--- src/rtl/queue_serializer.sv ---
`timescale 1ns/1ps
`default_nettype none
// +--------------------------------------------------------------------+
// | queue_serializer: dequeues bytes from the slow-domain queue and    |
// | shifts them out MSB first with a per-bit write strobe.             |
// | Revision: 1.0                                                      |
// +--------------------------------------------------------------------+
module queue_serializer #(
  parameter int BIT_DIV     = 10,
  parameter int DEQ_TIMEOUT = 1023
) (
  input  logic       clk,
  input  logic       queue_rst,
  input  logic [3:0] queue_len_in,
  input  logic [7:0] queue_data_in,
  input  logic       ready_in,
  output logic       queue_dequeue_out,
  output logic       serial_data_out,
  output logic       serial_write_out,
  output logic       byte_done_out,
  output logic       busy_out,
  output logic       error_out
);

  localparam int DW = (BIT_DIV > 1) ? $clog2(BIT_DIV) : 1;
  localparam int TW = $clog2(DEQ_TIMEOUT + 1);
  localparam logic [DW-1:0] c_DIV_LAST = DW'(BIT_DIV - 1);
  localparam logic [TW-1:0] c_TMO_LAST = TW'(DEQ_TIMEOUT - 1);

  localparam logic [2:0] c_IDLE  = 3'd0;
  localparam logic [2:0] c_DEQ   = 3'd1;
  localparam logic [2:0] c_LOAD  = 3'd2;
  localparam logic [2:0] c_SHIFT = 3'd3;
  localparam logic [2:0] c_GAP   = 3'd4;

  logic [3:0]    r_len_s1, r_len_s2, r_len_s3;
  logic [7:0]    r_dat_s1, r_dat_s2, r_dat_s3;
  logic [2:0]    r_state;
  logic [3:0]    r_len_ref;
  logic [TW-1:0] r_tmo;
  logic [DW-1:0] r_div;
  logic [3:0]    r_bitcnt;
  logic [7:0]    r_shreg;
  logic          r_byte_done;
  logic          r_error;

  logic          w_len_ok;
  logic          w_dat_ok;
  logic [3:0]    w_bit_next;

  // Third stage only serves the "two consecutive samples agree" test.
  always_ff @(posedge clk or posedge queue_rst) begin
    if (queue_rst) begin
      r_len_s1 <= '0;
      r_len_s2 <= '0;
      r_len_s3 <= '0;
      r_dat_s1 <= '0;
      r_dat_s2 <= '0;
      r_dat_s3 <= '0;
    end else begin
      r_len_s1 <= queue_len_in;
      r_len_s2 <= r_len_s1;
      r_len_s3 <= r_len_s2;
      r_dat_s1 <= queue_data_in;
      r_dat_s2 <= r_dat_s1;
      r_dat_s3 <= r_dat_s2;
    end
  end

  assign w_len_ok   = (r_len_s2 == r_len_s3);
  assign w_dat_ok   = (r_dat_s2 == r_dat_s3);
  assign w_bit_next = r_bitcnt + 4'd1;

  always_ff @(posedge clk or posedge queue_rst) begin
    if (queue_rst) begin
      r_state     <= c_IDLE;
      r_len_ref   <= '0;
      r_tmo       <= '0;
      r_div       <= '0;
      r_bitcnt    <= '0;
      r_shreg     <= '0;
      r_byte_done <= 1'b0;
      r_error     <= 1'b0;
    end else begin
      r_byte_done <= 1'b0;
      r_error     <= 1'b0;
      case (r_state)
        c_IDLE: begin
          if (w_len_ok && (r_len_s3 != 4'd0) && ready_in) begin
            r_len_ref <= r_len_s3;
            r_tmo     <= '0;
            r_state   <= c_DEQ;
          end
        end
        c_DEQ: begin
          if (w_len_ok && (r_len_s3 < r_len_ref)) begin
            r_state <= c_LOAD;
          end else if (w_len_ok && (r_len_s3 > r_len_ref)) begin
            r_len_ref <= r_len_s3;
            r_tmo     <= r_tmo + 1'b1;
          end else if (r_tmo == c_TMO_LAST) begin
            r_error <= 1'b1;
            r_state <= c_IDLE;
          end else begin
            r_tmo <= r_tmo + 1'b1;
          end
        end
        c_LOAD: begin
          if (w_dat_ok) begin
            r_shreg  <= r_dat_s3;
            r_bitcnt <= '0;
            r_div    <= '0;
            r_state  <= c_SHIFT;
          end
        end
        c_SHIFT: begin
          if (r_div == c_DIV_LAST) begin
            r_div    <= '0;
            r_shreg  <= {r_shreg[6:0], 1'b0};
            r_bitcnt <= w_bit_next;
            if (w_bit_next[3]) begin
              r_byte_done <= 1'b1;
              r_state     <= c_GAP;
            end
          end else begin
            r_div <= r_div + 1'b1;
          end
        end
        c_GAP: begin
          if (r_div == c_DIV_LAST) begin
            r_div   <= '0;
            r_state <= c_IDLE;
          end else begin
            r_div <= r_div + 1'b1;
          end
        end
        default: r_state <= c_IDLE;
      endcase
    end
  end

  assign queue_dequeue_out = (r_state == c_DEQ);
  assign serial_write_out  = (r_state == c_SHIFT);
  assign serial_data_out   = (r_state == c_SHIFT) & r_shreg[7];
  assign busy_out          = (r_state != c_IDLE);
  assign byte_done_out     = r_byte_done;
  assign error_out         = r_error;

endmodule
`default_nettype wire

--- config.mk ---
export PLATFORM = sky130hd
export DESIGN_NAME = queue_serializer
export DESIGN_NICKNAME = d
export VERILOG_FILES = /design/src/rtl/queue_serializer.sv
export SDC_FILE = /design/constraint.sdc
export NUM_CORES = 1
export LEC_CHECK = 0
export ABC_AREA = 1
export ABC_CLOCK_PERIOD_IN_PS = 3900
export CORE_MARGIN = 2
export CORE_UTILIZATION = 39
export CTS_BUF_LIST = sky130_fd_sc_hd__clkbuf_4 sky130_fd_sc_hd__clkbuf_8
export DETAILED_ROUTE_END_ITERATION = 8
export SETUP_SLACK_MARGIN = 0.05
export SLEW_MARGIN = 20
export SYNTH_ARGS = -nofsm -noshare
export SYNTH_HDL_FRONTEND = slang
export SYNTH_SLANG_ARGS = --single-unit
--- constraint.sdc ---
create_clock -name clk -period 3.9 [get_ports clk]
set_input_delay 0.78 -clock clk [delete_from_list [all_inputs] [get_ports clk]]
set_output_delay 0.78 -clock clk [all_outputs]
set_load 0.1 [all_outputs]
==> metrics.yaml <==
status: "completed"
cts_resized: 0
htreeDepth: 3
pwr-share-clk_pct: 25.9
grt_overflow: 0
syn_nets: 386
via_per_inst: 4.48
startpoint_type: "register"
core_region_area_sq_um: 7810
cp-end-kind: "primary output"
groute.usage.overall_pct: 14.0
fillers: 741
cap_violations: 0
finClkSkew_ns: 0.00887
whs_path_depth: 0
drive_gt1_share_pct: 10.9
clk_pin_slew_ns: 0.08
p_switching_uw: 856
post-synth-top-area-cell: "dfrtp_1"
leakage_uw: 0.00192
comb_power_share_pct: 31.1
start_util_pct: 40.8
ys_warn_count: 0
clk_latency_ns: 0.35
dp_cells: 482
reg2reg_to: "r_tmo[7]"
min_from: "r_dat_s1[3]"
antenna_found_initial: 0
powerDensity_nw_per_um2: 611
power_uw: 2250
reg2reg_slack_ns: 2.15
ir_worst_vdd_uv: 225
crit_path_max_fanout: 5
cts_buffer_depth: 2
areaGrowthSynthToFinish_pct: 15.8
grt_pass1_wl_microns: 9570
cpMostUsedCell: "inv_1"
fp.dieW_microns: 94.4
wl_per_cell_microns: 10.2
dr.first_iter.drc_count: 72
root_buffer: "clkbuf_8"
min_to: "r_dat_s2[3]"
routed_wl_microns: 5060
avgSynthCellArea_sq_um: 8.80
worst_ep_required_time_ns: 3.12
holdBufCountCts: 0
slowest_delay_ns: 1.12
die_y_microns: 94.4
worst_pin_slew_ns: 0.963
hold_viol: 0
cts_buffers: 9
reg2reg_depth: 9
io_pins: 21
synth_area_leaders: "dfrtp_1 56%, nand2_1 14%, inv_1 5.4%, ha_1 3.5%, nor2_1 3.4%"
synth_top_area_share_pct: 55.8
rsz0062_at_grt: "false"
drtAntennaViolNets: 0
place.gp.congestion: 0.774
hpwl_microns: 3620
post-cts-setup-buffers: 0
cts_tree: "yes"
finalNonFillerCells: 498
grt_max_degree: 33
slew_viol_final: 0
vias: 2232
dieArea_sq_um: 8910
r2r_start: "r_len_s3[3]"
hold_path_class: "reg2reg"
dr.pass1.iters: 4
max_freq_mhz: 341
diodes: 0
slowest_stage: "clkdlybuf4s50_1"
yosysSeqAreaShare_pct: 55.8
grt_pass1_vias: 2161
crit_arrival_ns: 2.15
io_buffers: 20
period_minus_slack_ns: 2.93
syn_inst: 362
cp_cell_sequence: "nor2_4 -> inv_1 -> nor2_1 -> inv_1 -> clkdlybuf4s50_1"
setup_tns_ns: 0
crit_path_start: "r_state[1]"
synth-edff-count: 0
fin_crit_sh_pct: 75.2
path_class: "reg2out"
final_net_count: 415
async_flop_share_pct: 100
swShare_pct: 38.0
synth-main-ff-cell: "dfrtp_1"
setup_violations: 0
ys_types: 30
final_common_cell: "nand2_1"
p_int_uw: 1400
maxSlewHeadroom_pct: 35.6
fp-row-count: 32
drc: 0
cts_sinks: 71
final_cell_mix: "118 x nand2_1, 71 x dfrtp_1, 45 x inv_1, 29 x nor2_1, 17 x clkdlybuf4s50_1"
power_frac_seq_pct: 43.1
synth_area_sq_um: 3190
ys_ff_latch: 71
## cells in the mapped netlist, types with 2 or more instances
library cell,n
nor2_2,3
nand4_1,6
nor3_2,2
dfrtp_1,71
nand3_2,2
xnor2_1,3
nor2_1,29
nor2_4,2
nand3_1,14
nand2_2,5
o21ai_1,10
o21ai_0,15
inv_1,46
buf_2,2
or2_1,2
buf_6,2
xor2_1,5
a21oi_1,3
inv_2,3
ha_1,9
mux2i_1,2
nand2_1,118
## per-layer routing
| metal | vias to the layer above | GRT usage, % | share of wire [%] |
|---|---|---|---|
| li1 | 1172 | - | - |
| met1 | 1027 | 18.3 | 51 |
| met2 | 24 | 21.1 | 44 |
| met3 | 9 | 3.11 | 2.6 |
| met4 | 0 | 8.70 | 2.6 |
| met5 | - | 0 | 0 |
## layout make-up
class / instances / area [sq um] / area share, %
clock buffers: 10 / 131 / 3.56
clock inverters: 6 / 68.8 / 1.87
inverters: 50 / 188 / 5.09
multi-input cells: 236 / 1180 / 32.0
flip-flops and latches: 71 / 1780 / 48.2
well taps: 102 / 128 / 3.46
repair buffers: 23 / 215 / 5.83
## critical path, delay by kind of cell (launching register included)
kind                   cells  cell delay, ns
buffers and inverters      3            1.24
DFF                        1            0.44
and+or+nand+nor            2            0.11
## how the worst max path moves through the flow
stage	end	slack (ns)	depth (start not counted)
after floorplan	serial_data_out	0.86	4
after global placement	busy_out	1.34	5
after detailed placement	busy_out	1.32	5
after CTS	busy_out	0.93	5
after global routing	busy_out	0.87	5
final	busy_out	0.97	5
## logic make-up (layout without fill, tap and decap cells)
family	Yosys count	count (layout)	synth area share (%)
flip-flops	71	71	55.8
multiplexers	2	2	0.628
AND/OR/NAND/NOR	188	188	26.1
adder cells (fa/ha/maj)	9	9	3.54
AO/OA/AOI/OAI	29	29	4.63
buffers and inverters	55	89	7.15
XOR/XNOR	8	8	2.20
## stage by stage
step / utilization (%) / setup slack (ns) / instance area [sq um] / hold slack [ns]
6_report: 47.2 / 0.965 / 3690 / 0.340
3_5_place_dp: 44.7 / 1.32 / 3490 / 0.335
4_1_cts: 47.2 / 0.931 / 3690 / 0.342
3_3_place_gp: 44.7 / 1.34 / 3490 / 0.334
5_1_grt: 47.2 / 0.874 / 3690 / 0.347
2_1_floorplan: - / 0.860 / 3190 / 0.331
## power by group through the flow
stage | combinational (uW) | clock (uW) | sequential [uW]
floorplan | 584 | 0 | 953
global placement | 696 | 0 | 979
detailed placement | 710 | 0 | 984
CTS | 711 | 607 | 971
global route | 806 | 638 | 995
finish | 701 | 583 | 971
## flip-flops by register name (all words and copies together), names as in the netlist
register / count
r_div: 4
r_dat_s3: 8
r_shreg: 8
r_len_s2: 4
r_len_s1: 4
error_out: 1
r_state: 3
r_len_s3: 4
r_tmo: 10
r_len_ref: 4
byte_done_out: 1
r_dat_s2: 8
r_bitcnt: 4
r_dat_s1: 8
Note: power is estimated with default switching activity, not from simulation.
